File: src/rtl/xm_pkg.sv
// Shared types and constants for the execute-to-memory stage.
package xm_pkg;

   localparam logic [4:0]  RSTATUS_REG = 5'd30;
   localparam logic [31:0] EXC_MULT    = 32'd4;
   localparam logic [31:0] EXC_DIV     = 32'd5;
   localparam logic [4:0]  ALUOP_MULT  = 5'd6;
   localparam logic [4:0]  ALUOP_DIV   = 5'd7;

   typedef struct packed {
      logic [31:0] instr;
      logic [31:0] result;
      logic [31:0] store;
      logic [4:0]  rd;
      logic        wen;
   } xm_entry_t;

endpackage

File: src/rtl/xm_exc_remap.sv
// Turns mult/div exceptions into a status-register write and suppresses writes to r0.
module xm_exc_remap
   import xm_pkg::*;
(
   input  logic [31:0] instr,
   input  logic [4:0]  aluop,
   input  logic [31:0] result,
   input  logic [31:0] store,
   input  logic [4:0]  rd,
   input  logic        wen,
   input  logic        mult_exc,
   input  logic        div_exc,
   output xm_entry_t   entry,
   output logic        fired
);

   logic mult_hit;
   logic div_hit;

   // When both flags are raised on a divide opcode the multiply code still wins.
   always_comb begin
      mult_hit = mult_exc && ((aluop == ALUOP_MULT) || ((aluop == ALUOP_DIV) && div_exc));
      div_hit  = !mult_hit && div_exc && (aluop == ALUOP_DIV);
      fired    = mult_hit || div_hit;

      entry.instr  = instr;
      entry.store  = store;
      entry.rd     = rd;
      entry.result = result;
      entry.wen    = wen;
      if (mult_hit) begin
         entry.rd     = RSTATUS_REG;
         entry.result = EXC_MULT;
         entry.wen    = 1'b1;
      end else if (div_hit) begin
         entry.rd     = RSTATUS_REG;
         entry.result = EXC_DIV;
         entry.wen    = 1'b1;
      end
      if (entry.rd == 5'd0) entry.wen = 1'b0;
   end

endmodule

File: src/rtl/xm_stage.sv
// Execute-to-memory stage with a 2-entry skid buffer and registered in_ready.
// Define XM_EXC_COUNT_EN to add the saturating exc_count output.
module xm_stage
   import xm_pkg::*;
#(
   parameter int DEPTH = 2,
   parameter int CNT_W = 16
) (
   input  logic        clock,
   input  logic        reset,
   input  logic        in_valid,
   output logic        in_ready,
   input  logic [31:0] in_instr,
   input  logic [4:0]  in_aluop,
   input  logic [31:0] in_result,
   input  logic [31:0] in_store,
   input  logic [4:0]  in_rd,
   input  logic        in_wen,
   input  logic        in_mult_exc,
   input  logic        in_div_exc,
   input  logic        flush,
   output logic        out_valid,
   input  logic        out_ready,
   output logic [31:0] out_instr,
   output logic [31:0] out_result,
   output logic [31:0] out_store,
   output logic [4:0]  out_rd,
   output logic        out_wen
`ifdef XM_EXC_COUNT_EN
   ,
   output logic [CNT_W-1:0] exc_count
`endif
);

   xm_entry_t  head;
   xm_entry_t  tail;
   xm_entry_t  new_entry;
   logic       remap_fired;
   logic [1:0] count;
   logic [1:0] count_next;
   logic       accept;
   logic       pop;

   xm_exc_remap u_remap (
      .instr    (in_instr),
      .aluop    (in_aluop),
      .result   (in_result),
      .store    (in_store),
      .rd       (in_rd),
      .wen      (in_wen),
      .mult_exc (in_mult_exc),
      .div_exc  (in_div_exc),
      .entry    (new_entry),
      .fired    (remap_fired)
   );

   assign out_valid  = (count != 2'd0);
   assign out_instr  = head.instr;
   assign out_result = head.result;
   assign out_store  = head.store;
   assign out_rd     = head.rd;
   assign out_wen    = head.wen;

   // in_ready is a flop, so accept only ever depends on registered state plus flush.
   always_comb begin
      accept = in_valid && in_ready && !flush;
      pop    = out_valid && out_ready;
      if (flush) begin
         count_next = 2'd0;
      end else begin
         unique case ({accept, pop})
            2'b10:   count_next = count + 2'd1;
            2'b01:   count_next = count - 2'd1;
            default: count_next = count;
         endcase
      end
   end

   always_ff @(posedge clock) begin
      if (reset) begin
         count    <= 2'd0;
         in_ready <= 1'b1;
         head     <= '0;
         tail     <= '0;
      end else begin
         count    <= count_next;
         in_ready <= (count_next < 2'(DEPTH));
         // A full buffer never accepts, so a pop only refills head from tail or from the input.
         if (pop) begin
            if (count == 2'd2) head <= tail;
            else if (accept)   head <= new_entry;
         end else if (accept) begin
            if (count == 2'd0) head <= new_entry;
            else               tail <= new_entry;
         end
      end
   end

`ifdef XM_EXC_COUNT_EN
   always_ff @(posedge clock) begin
      if (reset) begin
         exc_count <= '0;
      end else if (accept && remap_fired && (exc_count != {CNT_W{1'b1}})) begin
         exc_count <= exc_count + 1'b1;
      end
   end
`else
   logic [CNT_W-1:0] unused_cnt;
   logic             unused_fired;
   assign unused_cnt   = '0;
   assign unused_fired = remap_fired;
`endif

endmodule

File: config.mk
export PLATFORM = sky130hd
export DESIGN_NAME = xm_stage
export DESIGN_NICKNAME = d
export VERILOG_FILES = /design/src/rtl/xm_pkg.sv /design/src/rtl/xm_exc_remap.sv /design/src/rtl/xm_stage.sv
export SDC_FILE = /design/constraint.sdc
export NUM_CORES = 1
export LEC_CHECK = 0
export ABC_CLOCK_PERIOD_IN_PS = 4300
export BUFFER_PORTS_ARGS = -buffer_cell sky130_fd_sc_hd__buf_4
export CORE_MARGIN = 1.5
export CORE_UTILIZATION = 57
export CTS_CLUSTER_SIZE = 12
export DETAILED_ROUTE_END_ITERATION = 10
export PLACE_DENSITY_LB_ADDON = 0.3
export SLEW_MARGIN = 20
export SYNTH_ARGS = -nofsm -noshare
export SYNTH_HDL_FRONTEND = slang
export SYNTH_SLANG_ARGS = --single-unit
File: constraint.sdc
create_clock -name clock -period 4.3 [get_ports clock]
set_input_delay 0.215 -clock clock [delete_from_list [all_inputs] [get_ports clock]]
set_output_delay 0.215 -clock clock [all_outputs]
set_load 0.02 [all_outputs]
==> run metrics <==
status finished clean; CP Capture Type register; synth unique cells 38; largest net degree at the start of global routing about 130; synthesis warning total 0; vias in the first global route about 8.1k; Initial DRT Pass Iterations 5; leading post-synthesis cells by cell area dfxtp_1 (47%), a21oi_1 (7.8%), mux2i_1 (7.4%); Post-Route WL roughly 26 mm; Max Cap Viol 0; hold path depth 3; asr flop ratio synth 0%; peak supply drop about 0.00028 V; hpwl dp 13.79 mm; busiest grt layer met2; routed via count around 8.6k; FF-to-FF path depth 9; Yosys top cell by area dfxtp_1; worst-margin pin slew 1.018 ns; PnR Total Power 4.294 mW; initial core utilization 58.11%; Routed WL per cell 18.49 um; Slew HR 32.14%; drt initial violations around 730; Final nets 1329; Slowest cell on crit path buf_4; CTS Sinks 207; min cycle time layout 3.176 ns; Setup Crit Path Kind in2reg; Critical Path AT 3.54 ns; initial antenna violation count 0; met3 Usage GRT 5.946%; sequential area share after synthesis 47.26%; Port Buffers 217; Fmax 314.9 MHz; WHS Endpoint tail[35]; post-route setup TNS 0 ns; Die ar. approximately 16000 sq um; area grow syn2layout 35.70%; R2R Path Start count[0]; global route total overflow 0; cell count after synthesis 967; first-pass GRT wire length 40.87 mm; row cnt 45; CTS tree yes; pre-CTS setup slack 1.281 ns; reg-to-reg critical path endpoint out_instr[18]; CTS Buffer Depth 3; PwrDens 360.9 nW/um^2; fin crit share 73.86%; most frequent cells in the layout buf_4 (230), dfxtp_1 (207), a21oi_1 (136); Post-synth EDFFs 0; Vias/cell 6.086; Hold Vio Cnt, Final 0; CP Buf/Inv Count 4; Root Driver clkbuf_16; unrepaired setup endpoints after global routing false; max incr delay on CP roughly 0.7 ns; top_reg_cell synth dfxtp_1; HP Start in_store[29]; Levels on crit path 8; share of layout cells above drive strength 1 about 22%; Die Span X 127.0 um; GRT Util Overall ~30%; Cell Area, Synth 8768 sq um; met1 GRT Util 38.48%; Worst Skew 0.007709 ns; WP data required 4.67 ns; met2 Usage GRT 52.37%; sequence of cells on the critical path dlygate4sd3_1 > buf_4 > nand3b_1 > ha_1 > inv_4 > buf_4 > a21oi_1 > a311oi_1; RePlAce Congestion approximately 0.8; syn nets 1083; Final Max Tran Viols 0; clk_lat worst skew 0.50 ns; most common cell after layout, fill and taps aside buf_4; CTS clk-pin slew, worst paths ~0.06 ns; Ant. Diodes 0; Top-Level Pins 218; core area 15090 sq um; CP Launch Type input port; syn_area_per_cell 9.068 sq um; Synth top area share a little under half; Post-CTS Setup Inserts 0; LEAKAGE 5.023 nW; CP most frequent cell buf_4; cell class contributing the biggest share of worst-path delay buffers and inverters; post-route setup slack 1.124 ns; Min-Delay Path Class in2reg; FF+latch count, synth a little over 200; R2R setup slack 1.24 ns; # DRC 0; Final ANT Viol Nets 0; TritonCTS Buffers 21; crit path max fanout 74; H-tree Lvls 1; Die Y 127.0 um; endpoints failing setup 0
## cells by family (layout without fill, tap and decap cells)
logic type | after synthesis | in the layout | synth area share [%]
compound gates | 351 | 351 | 28.74
xor+xnor | 3 | 3 | 0.2997
fa+ha+maj | 2 | 2 | 0.2853
buf+inv | 146 | 398 | 6.764
flops | 207 | 207 | 47.26
mux | 67 | 67 | 7.677
simple gates | 191 | 191 | 8.976
## how the worst max path moves through the flow
stage / slack (ns) / end / startpoint
final: 1.12 / out_instr[18] / flush
after global routing: 0.99 / out_instr[18] / flush
after CTS: 1.25 / out_result[17] / flush
after detailed placement: 1.28 / out_result[17] / flush
after global placement: 1.44 / out_result[26] / flush
after floorplan: 2.02 / out_instr[10] / count[0]
## layout make-up
class	count	area, sq um
Fill cell	988	3191
Clock inverter	1	8.758
Sequential cell	207	4144
Inverter	40	152.6
Clock buffer	28	571.8
Tap cell	188	235.2
Timing Repair Buffer	329	2729
Multi-Input combinational cell	614	4058
## metal layers
layer / wire length, um / share of wire [%] / up-vias
met1: 10770 / 41 / 4095
met2: 12640 / 49 / 389
met4: 685 / 2.6 / 0
met5: 0 / 0 / -
met3: 1916 / 7.4 / 53
li1: - / - / 4026
## state kept, by name, summed over array words and instances (netlist names)
signal and cells:
out_wen 1, out_rd 5, in_ready 1, out_store 32, out_instr 32, out_result 32, tail 102, count 2
## what timing repair did
item / CTS / global route
hold endpoints to repair: 99 / 0
resized for setup: 0 / 0
hold buffers: 97 / 0
endpoints found under the setup margin: 0 / 0
## power by group
part	leakage, nW	total, mW	switching [mW]	internal (mW)
combinational	3.06	0.645	0.356	0.289
clock	0.284	1.63	0.711	0.918
sequential	1.68	2.02	0.0379	1.98
total	5.02	4.29	1.10	3.19
## synthesized netlist by cell type, types with 2 or more instances
cell,number
mux2i_1,65
a2111o_1,6
a311oi_1,64
xnor2_1,2
or3_1,2
nand3b_1,2
nor2_1,44
a22oi_1,31
clkbuf_1,79
a2111oi_0,31
inv_1,40
o211a_1,32
dfxtp_1,207
a211oi_1,37
a21oi_1,136
and3b_1,2
mux2_2,2
ha_1,2
buf_2,21
buf_4,5
nand2_1,130
o21ai_0,9
nor3_1,3
## metrics by stage
step           instance area [sq um]  util, %  hold slack, ns  instances
2_1_floorplan                   8768        -          0.2936        967
3_3_place_gp                   10320    68.42          0.4137       1280
3_5_place_dp                   10320    68.42          0.4141       1280
4_1_cts                        11880    78.71        0.008556       1406
5_1_grt                        11900    78.86         0.02263       1407
6_report                       11900    78.86         0.02293       1407
## worst min-delay path: stages
cell and delay (ns):
buf_4 0.11, nand2_1 0.07, a21oi_1 0.07
Note: power is estimated with default switching activity, not from simulation.
